$ cat src/rtl/ram16k_arbiter.sv
`default_nettype none
// ============================================================================
// Module      : ram16k_arbiter
// Description : Two-master arbiter for the single-port 16K x 16 data RAM.
//               Port A (CPU) has priority. Port B is protected from starvation
//               by a wait counter and may hold the RAM for bounded lock bursts.
// Revision    : 1.0 - initial release
// ============================================================================
module ram16k_arbiter #(
    parameter int ADDR_W     = 14,
    parameter int DATA_W     = 16,
    parameter int STARVE_MAX = 4,
    parameter int LOCK_MAX   = 8
) (
    input  logic              clock,
    input  logic              aclr_n,
    // Port A (priority master)
    input  logic              a_req,
    input  logic              a_we,
    input  logic [ADDR_W-1:0] a_addr,
    input  logic [DATA_W-1:0] a_wdata,
    output logic              a_gnt,
    output logic              a_stall,
    output logic [DATA_W-1:0] a_rdata,
    // Port B (secondary master)
    input  logic              b_req,
    input  logic              b_we,
    input  logic              b_lock,
    input  logic [ADDR_W-1:0] b_addr,
    input  logic [DATA_W-1:0] b_wdata,
    output logic              b_gnt,
    output logic [DATA_W-1:0] b_rdata,
    output logic              b_forced,
    // RAM interface
    output logic [ADDR_W-1:0] ram_address,
    output logic [DATA_W-1:0] ram_data,
    output logic              ram_wren,
    output logic              ram_aclr,
    input  logic [DATA_W-1:0] ram_q
);

    localparam logic [7:0] C_STARVE_MAX = 8'(STARVE_MAX);
    localparam logic [7:0] C_LOCK_LAST  = 8'(LOCK_MAX - 1);

    logic [7:0] wcnt_q, wcnt_d;
    logic       lock_q, lock_d;
    logic [7:0] lcnt_q, lcnt_d;

    logic       w_lock_hit;
    logic       w_starved;
    logic       w_b_win;

    // The RAM read port is asynchronous, so both masters see q directly.
    assign a_rdata  = ram_q;
    assign b_rdata  = ram_q;
    assign ram_aclr = 1'b0;
    assign a_stall  = a_req && !a_gnt;

    // Priority decode: lock owner, then starved B, then A, then idle-A B.
    // Grants are gated by aclr_n so nothing is issued while reset is held.
    always_comb begin
        w_lock_hit = lock_q && b_req;
        w_starved  = b_req && (wcnt_q == C_STARVE_MAX);
        w_b_win    = w_lock_hit || w_starved || (b_req && !a_req);
        b_gnt      = aclr_n && w_b_win;
        a_gnt      = aclr_n && a_req && !w_b_win;
        b_forced   = aclr_n && w_starved && !w_lock_hit;
    end

    // RAM mux follows the winner; with no grant A's bus is presented, write off.
    always_comb begin
        ram_address = a_addr;
        ram_data    = a_wdata;
        ram_wren    = 1'b0;
        if (b_gnt) begin
            ram_address = b_addr;
            ram_data    = b_wdata;
            ram_wren    = b_we;
        end else if (a_gnt) begin
            ram_wren    = a_we;
        end
    end

    // Next-state for the starvation counter and the lock burst tracker.
    always_comb begin
        wcnt_d = wcnt_q;
        lock_d = lock_q;
        lcnt_d = lcnt_q;

        if (b_gnt) begin
            wcnt_d = 8'd0;
        end else if (b_req) begin
            wcnt_d = (wcnt_q == C_STARVE_MAX) ? wcnt_q : wcnt_q + 8'd1;
        end else begin
            wcnt_d = 8'd0;
        end

        if (b_gnt) begin
            // The final locked grant clears the lock so A can win next cycle.
            if (b_lock && (lcnt_q < C_LOCK_LAST)) begin
                lock_d = 1'b1;
                lcnt_d = lcnt_q + 8'd1;
            end else begin
                lock_d = 1'b0;
                lcnt_d = 8'd0;
            end
        end else if (!b_req) begin
            // Requester dropped out: release ownership.
            lock_d = 1'b0;
            lcnt_d = 8'd0;
        end
    end

    // State register with asynchronous active-low clear.
    always_ff @(posedge clock or negedge aclr_n) begin
        if (!aclr_n) begin
            wcnt_q <= 8'd0;
            lock_q <= 1'b0;
            lcnt_q <= 8'd0;
        end else begin
            wcnt_q <= wcnt_d;
            lock_q <= lock_d;
            lcnt_q <= lcnt_d;
        end
    end

endmodule
`default_nettype wire

$ cat config.mk
export PLATFORM = sky130hd
export DESIGN_NAME = ram16k_arbiter
export DESIGN_NICKNAME = d
export VERILOG_FILES = /design/src/rtl/ram16k_arbiter.sv
export SDC_FILE = /design/constraint.sdc
export NUM_CORES = 1
export LEC_CHECK = 0
export ABC_CLOCK_PERIOD_IN_PS = 3700
export BUFFER_PORTS_ARGS = -buffer_cell sky130_fd_sc_hd__buf_2
export CAP_MARGIN = 5
export CORE_MARGIN = 5
export CORE_UTILIZATION = 40
export CTS_CLUSTER_DIAMETER = 200
export DETAILED_ROUTE_END_ITERATION = 12
export GPL_ROUTABILITY_DRIVEN = 0
export PLACE_DENSITY = 0.93
export SLEW_MARGIN = 25
export SYNTH_ARGS = -nofsm -noshare
export SYNTH_HDL_FRONTEND = slang
export SYNTH_SLANG_ARGS = --single-unit
$ cat constraint.sdc
create_clock -name clock -period 3.7 [get_ports clock]
set_input_delay 0.74 -clock clock [delete_from_list [all_inputs] [get_ports clock]]
set_output_delay 0.74 -clock clock [all_outputs]
set_load 0.01 [all_outputs]
# ---- Yosys cells after proc, flatten, opt, wreduce, memory -nomap -nowiden
# Cells that the tools add are included.
dict set report op_classes {
  magnitude_cmp 1
  n_reduce_logical 16
  add_sub_neg 2
  n_eq_ne 3
  mux 13
}
# op n
set op_table {}
lappend op_table {{$mux 8} 6}
lappend op_table {{$add 8x1->8 const B} 2}
lappend op_table {{$mux 16} 1}
lappend op_table {{$mux 14} 1}
lappend op_table {{$logic_and 1x1->1} 10}
lappend op_table {{$eq 8x3->1 const B} 1}
lappend op_table {{$lt 8x3->1 const B} 1}
lappend op_table {{$mux 1} 5}
lappend op_table {{$logic_not 1->1} 4}
lappend op_table {{$ne 3x3->1 const B} 1}
lappend op_table {{$logic_or 1x1->1} 2}
lappend op_table {{$ne 2x1->1 const B} 1}
dict set report word_totals {
  elab_cells 38
  register_bits 17
  out_inout_bits 68
  input_bits 83
}

# ---- Depth between registers and ports, before layout
# Gate-level depths: netlist of run 1.
dict set report depth {
  word_depth 8
  depth_mapped 7
  depth_no_buf 6
}

# ---- Worst setup path before layout of run 1
# No wires, ideal clock.
dict set report synth_timing {
  path_type {register to output}
  start {register wcnt_q[0]}
  end {output ram_data[3]}
  t_arrival_ps 2080
  path_stages_with_launch 8
  setup_slack_ps 880
  n_path_buf 1
  cell_sequence {dfrtp_1 > inv_1 > ha_1 > or4b_4 > o311ai_4 > nand3_4 > clkbuf_8 > mux2_4}
}
dict set report synth_between {
  elab_chain_cells 6
}
# element line_no
set synth_rtl {}
lappend synth_rtl {{from (decl)} 45} ;# logic [7:0] wcnt_q, wcnt_d;
lappend synth_rtl {{from (signal assigned)} 121} ;# wcnt_q <= wcnt_d;
lappend synth_rtl {{$eq 8x3->1} 63} ;# w_starved = b_req && (wcnt_q == C_STARVE_MAX);
lappend synth_rtl {{$logic_and 1x1->1} 63}
lappend synth_rtl {{$logic_or 1x1->1 (2 in a row)} 64} ;# w_b_win = w_lock_hit || w_starved || (b_req && !a_req);
lappend synth_rtl {{$logic_and 1x1->1} 65} ;# b_gnt = aclr_n && w_b_win;
lappend synth_rtl {{$mux 16} 75} ;# if (b_gnt) begin
lappend synth_rtl {{to (decl)} 36} ;# output logic [DATA_W-1:0] ram_data,
# No other way between the ends.

# ---- Worst setup path in the final report of run 1
dict set report layout_timing {
  start {register wcnt_q[1]}
  end {output ram_address[5]}
}
dict set report layout_between {
  elab_chain_cells 6
}
# element line_no
set layout_rtl {}
lappend layout_rtl {{$eq 8x3->1} 63}
lappend layout_rtl {{$logic_and 1x1->1} 63}
lappend layout_rtl {{$logic_or 1x1->1 (2 in a row)} 64}
lappend layout_rtl {{$logic_and 1x1->1} 65}
lappend layout_rtl {{$mux 14} 75}
lappend layout_rtl {{to (decl)} 35} ;# output logic [ADDR_W-1:0] ram_address,
# No other way between the ends.

==> run metrics, run 1 <==
WL met1=1.29 mm; CORE AREA=~3700 sq um; WP data required=2.96 ns; filler instances=around 340; count of cell types in the netlist=38; Syn Nets=between 200 and 250; Worst VDD drop=0.225 mV; global route total overflow=0; worst setup path start=wcnt_q[1]; die area=approximately 5300 sq um; Critical Path AT=2.81 ns; Final Max Slew Viols=0; Worst Hold End=lcnt_q[4]; delay-heaviest family, CP=simple AND/OR/NAND/NOR gates; Post-CTS Hold Buffers=0; Root Driver=clkbuf_8; status=finished clean; number of DRC markers in iteration 0=20; die width=72.6 um; Synth area leader=dfrtp_1; CP Class=flip-flop to output pin; vias per cell=between 4 and 5; clk buf depth=2; crit share post-route=0.959; hold_sp=lcnt_q[4]; syn avg cell area=9.63 sq um; final wirelength=3.96 mm; CP startpoint kind=flip-flop; I/O pin cnt=151; number of synthesized flops with an enable pin=0; via total after detailed routing=around 1400; Synth top area share=0.271; Routed Antenna Nets=0; DR top layer=met4; DRC=0; buffer and inverter count on the worst path=2; Synth warnings=0; global-route wire length before repair=5.98 mm; RR Endpoint=lcnt_q[3]; largest net degree at the start of global routing=35; DPL Wire Length=3.34 mm; Initial Util=0.419; ranking of synthesized cells by area=dfrtp_1 27%, mux2_2 20%, buf_4 16%, nor2_1 3.3%, clkbuf_8 2.6%; vias in the first global route=1309; async set or reset register ratio after synthesis=1.00; Pre-antenna DRT Iters=4; total power=around 0.48 mW; GRT Util Overall=0.140; Final #Nets=about 320; worst-margin pin slew=0.528 ns; met3 WL=554 um; Post-CTS Setup Inserts=0; Peak Freq=~0.28 GHz; Synth Cell Area=between 1500 and 2000 sq um; Num CTS Buffers=3; commonest register cell after synthesis=dfrtp_1; FF+latch count, synth=17; Leakage=0.999 nW; metal2 WL=2.05 mm; endpoints failing hold=0; Clock Sinks=17; Clk Latency, worst-skew pair=0.25 ns; reg2reg path depth=6; Die H=72.6 um; clk_skew=0.00478 ns; Hold Path Class=flip-flop to flip-flop; layout cells sized above 1=0.626; post-CTS sizing=0; R2R Setup Slk=roughly 1.2 ns; slowest CP cell=or4b_4; H-tree Lvls=1; Worst R2R Start=wcnt_q[1]; final worst path period need=3.55 ns; routed len/inst=between 10 and 15 um; CP max stage delay=roughly 0.48 ns; Setup crit end kind=output pin; RSZ-0062 raised after global routing=false; # rows=22; max cap viols=0; port buffer count=101; Final Util=0.503; worst hold path depth=2; Post-Route Setup TNS=0 ns; crit path max fanout=34; Clock Pin Slew Worst Setup and Hold Paths=0.07 ns; Slew HR=0.645; critical path, cell by cell=inv_1 -> ha_1 -> or4b_4 -> o311ai_4 -> nand3_4 -> mux2_2 -> buf_2; Seq/Total Area, Yosys=0.271; power density cells=255 nW/um^2; TritonCTS clock tree=done; Antenna Cells=0; Synth Instances=163; Area Growth Syn to Fin=20.1%; antenna violations before repair=0; final setup violation count=0
## cells in the mapped netlist, types with 2 or more instances
library cell and n:
dfrtp_1 17, mux2_4 2, xor2_1 2, clkbuf_8 3, nor2_1 14, inv_1 10
buf_4 33, mux2i_1 3, nand3_1 6, nand4_1 4, mux2_2 28, xnor2_1 3
nor3_1 2, ha_1 3, and3_1 2, nand2_1 9
## registers in the layout, indices dropped and copies added (netlist names)
signal,count
lcnt_q,8
lock_q,1
wcnt_q,8
## through the flow
step                      hold slack [ns]  std cells  setup slack [ns]  area [sq um]
after floorplan                     0.444        163             0.880          1570
after global placement              0.482        274             0.496          1840
after detailed placement            0.485        274             0.410          1840
after CTS                           0.496        278             0.130          1880
after global routing                0.523        278           0.00154          1880
final                               0.494        278             0.153          1880
## power breakdown
part,total [mW],switching [mW],internal [mW]
registers,0.193,0.00375,0.190
clock network,0.134,0.0581,0.0762
logic,0.152,0.0709,0.0813
## layer usage
metal / GRT usage / vias up
met4: 0.0348 / 0
met3: 0.0523 / 4
met2: 0.258 / 90
li1: - / 659
met1: 0.148 / 616
met5: 0 / -
## cell type report
cell class,count,area (sq um),share of cell area
inverters,10,37.5,0.0199
clock buffers,4,45.0,0.0239
repair buffers,102,513,0.272
flip-flops and latches,17,425,0.226
well taps,48,60.1,0.0319
multi-input cells,97,803,0.426
## logic make-up after synthesis
logic type / Yosys count / share of synthesized area
XOR/XNOR: 5 / 0.0279
buffers and inverters: 49 / 0.217
AND/OR/NAND/NOR: 44 / 0.147
adder cells (fa/ha/maj): 3 / 0.0239
multiplexers: 33 / 0.239
other: 1 / 0.00239
AO/OA/AOI/OAI: 11 / 0.0718
flip-flops: 17 / 0.271
## how the worst max path moves through the flow
stage | slack (ns) | end | cells past startpoint
finish | 0.15 | ram_address[5] | 7
global route | 0.002 | ram_address[5] | 7
CTS | 0.13 | ram_address[5] | 7
detailed placement | 0.41 | ram_address[5] | 7
global placement | 0.50 | ram_address[5] | 7
floorplan | 0.88 | ram_data[3] | 7
## placed cells by master, fill, tap and decap left out, types with 2 or more instances in the layout
cell and n:
and3_1 2, xor2_1 2, nand4_1 4, ha_1 3, nand3_1 6, mux2i_1 3, mux2_4 2, mux2_2 28
dfrtp_1 17, nand2_1 9, nor2_1 14, inv_1 10, clkbuf_8 3, buf_2 101, nor3_1 2, xnor2_1 3
## tightest hold or removal path: cells and delay by family (launching register included)
family	cells	cell delay, ns
buffers and inverters	1	0.05
AND/OR/NAND/NOR	1	0.03
flip-flops	1	0.37
Power figures use the tool's default switching activity.
==> run 2, diff against run 1 <==
Settings changed: ABC_AREA set to 1.
==> run 2 against run 1 <==
Effect of this change:
- sequential power about the same
- critical path type unchanged
- core utilization shrank 2.3 points
- combinational power about the same
- register-to-register slack improved by 0.78 ns
- critical endpoint is now ram_wren
==> run metrics, run 2 <==
most frequent cells in the layout=110 x nand2_1, 101 x buf_2, 22 x nor2_1, 20 x inv_1, 17 x dfrtp_1; RSZ-0062 raised after global routing=false; ranking of synthesized cells by area=dfrtp_1 27%, nand2_1 26%, buf_4 17%, nor2_1 5.2%, inv_1 4.7%; die area=5360 sq um (+1.6%); Num CTS Buffers=3 (unchanged); Worst VDD drop=0.261 mV (+16%); crit path max fanout=32 (-5.9%); Peak Freq=0.362 GHz (+29%); antenna violations before repair=0 (unchanged); Hold Path Class=input pin to asynchronous set/reset pin; routed len/inst=11.9 um (-16%); crit share post-route=0.746 (-0.213); Final Util=0.481 (-0.0225); die width=73.2 um (+0.82%); Antenna Cells=0 (unchanged); Clk Latency, worst-skew pair=0.24 ns (about the same); Post-Layout Cell Count=367 (+32%); count of cell types in the netlist=22 (-42%); Clock Pin Slew Worst Setup and Hold Paths=0.06 ns (about the same); Final Cell Area=1900 sq um (+0.60%); DPL Wire Length=3.59 mm (+7.6%); multi-input logic area=763 sq um (-5.0%); number of synthesized flops with an enable pin=0 (unchanged); Post-CTS Hold Buffers=0 (unchanged); Post-synth top cells=110 x nand2_1, 36 x buf_4, 22 x nor2_1; Post-CTS Setup Inserts=0 (unchanged); vias per cell=4.45 (-9.6%); Die H=73.2 um (+0.82%); CP max stage delay=0.42 ns (-0.06 ns); CORE AREA=3940 sq um (+5.3%); endpoints failing hold=0 (unchanged); Seq. cell area=425 sq um (unchanged); Post-Route Setup TNS=0 ns (unchanged); Pre-antenna DRT Iters=4 (unchanged); Synth top area share=0.266 (-0.00509); largest net degree at the start of global routing=38 (+8.6%); H-tree Lvls=1 (unchanged); CP Class=flip-flop to output pin; max cap viols=0 (unchanged); status=finished clean; Regs by FF count=lcnt_q: 8 flops, wcnt_q: 8 flops, lock_q: 1 flops; delay-heaviest family, CP=buffers and inverters; filler instances=387 (+13%); Routed Antenna Nets=0 (unchanged); Critical Path AT=2.02 ns (-0.79 ns); number of DRC markers in iteration 0=35 (+75%); final worst path period need=2.76 ns (-0.788 ns); post-CTS sizing=0 (unchanged); Placed Instances=363 (+32%); power density cells=252 nW/um^2 (-0.84%); syn avg cell area=6.37 sq um (-34%); slowest CP cell=dfrtp_1; final wirelength=4.37 mm (+10%); WP data required=2.96 ns (about the same); Seq/Total Area, Yosys=0.266 (-0.00509); TritonCTS clock tree=done; vias in the first global route=1470 (+12%); Area Growth Syn to Fin=18.5%; Synth area leader=dfrtp_1; buffer and inverter count on the worst path=3 (+1); layout cells sized above 1=0.353 (-0.273); Final #Nets=404 (+27%); Leakage=1.21 nW (+21%); I/O pin cnt=151 (unchanged); Root Driver=clkbuf_8; commonest register cell after synthesis=dfrtp_1; CP startpoint kind=flip-flop; Initial Util=0.406 (-0.0135); FF+latch count, synth=17 (unchanged); total power=0.479 mW (-0.25%); global route total overflow=0 (unchanged); DRC=0 (unchanged); # rows=23 (+4.5%); clk buf depth=2 (unchanged); Syn Nets=337 (+35%); Synth warnings=0 (unchanged); critical path, cell by cell=inv_1 -> ha_1 -> nand3_2 -> o21ai_1 -> nand3_2 -> inv_2 -> nand2_1 -> nand2_1 -> buf_2; Setup crit end kind=output pin; final setup violation count=0 (unchanged); global-route wire length before repair=6.44 mm (+7.6%); via total after detailed routing=1633 (+19%); Synth Instances=251 (+54%); Final Max Slew Viols=0 (unchanged); Area after DPL=1850 sq um (+0.61%); commonest non-fill, non-tap cell in the layout=nand2_1; GRT Util Overall=0.147 (+0.00747); most common cell in the synthesized netlist=nand2_1; Synth Cell Area=1600 sq um (+1.9%); Clock Sinks=17 (unchanged); async set or reset register ratio after synthesis=1.00 (unchanged); port buffer count=101 (unchanged); clk_skew=0.00196 ns (-0.00282 ns)
run 2: cell types whose count changed in the layout (fill, tap and decap cells not counted), moves of 2 or more:
cell     before  now
mux2_4        2    0
inv_1        10   20
o21ai_0       0    6
mux2i_1       3    0
nand2_1       9  110
nand4_1       4    0
and3_1        2    0
nand3_2       0    3
nand3_1       6   14
nand2_2       0    2
nor2_1       14   22
mux2_2       28    0
run 2: through the flow:
| stage | hold WS [ns] | setup slack [ns] |
|---|---|---|
| 2_1_floorplan | 0.444 | 1.46 |
| 5_1_grt | 0.514 | 0.757 |
| 3_3_place_gp | 0.471 | 1.13 |
| 6_report | 0.497 | 0.941 |
| 4_1_cts | 0.503 | 0.911 |
| 3_5_place_dp | 0.490 | 1.06 |
run 2: cells by family (layout without fill, tap and decap cells):
logic type                 Yosys count  after routing  synth area share
and+or+nand+nor                    152            152             0.383
buffers and inverters               62            128             0.257
DFF                                 17             17             0.266
AOI/OAI and AO/OA                   10             10            0.0352
xor gates and xnor gates             6              6            0.0329
adders and majority gates            3              3            0.0235
other                                1              1           0.00235
run 2: final cells by class:
cell class | instances | area share
timing repair buffer | 103 | 0.275
sequential | 17 | 0.224
inverter | 21 | 0.0416
clock buffer | 4 | 0.0238
tap | 50 | 0.0330
multi-input combinational | 172 | 0.403
run 2: report_power, final:
group          leakage [nW]  total (mW)  switching (mW)  internal (mW)
logic                 0.955       0.152          0.0848         0.0673
clock network        0.0228       0.130          0.0542         0.0761
registers             0.235       0.196         0.00542          0.191
total                  1.21       0.479           0.144          0.334
run 2: final timing paths:
kind,from,to,slack (ns),cells after the start
setup / recovery,wcnt_q[0],ram_wren,0.94,9
hold / removal,aclr_n,lcnt_q[3],0.50,2
setup reg to reg,wcnt_q[0],wcnt_q[5],1.95,8
hold reg to reg,lcnt_q[5],lcnt_q[5],0.50,2
max in group asynchronous,aclr_n,wcnt_q[4],2.99,2
min in group clock,lcnt_q[5],lcnt_q[5],0.50,2
run 2: worst reg2reg max path, stage by stage (launching register included):
cell and delay, ns:
dfrtp_1 0.41, inv_1 0.07, ha_1 0.21, nand3_2 0.09, o21ai_1 0.09, nand3_2 0.09
buf_4 0.35, nand2_2 0.22, nor2_1 0.15
run 2: per-layer routing:
| layer | part of all wire | global-route usage | up-vias | wire length (um) |
|---|---|---|---|---|
| li1 | - | - | 855 | - |
| met1 | 0.36 | 0.173 | 682 | 1590 |
| met2 | 0.50 | 0.263 | 90 | 2190 |
| met3 | 0.13 | 0.0372 | 6 | 547 |
| met4 | 0.0096 | 0.0369 | 0 | 42 |
| met5 | 0 | 0 | - | 0 |
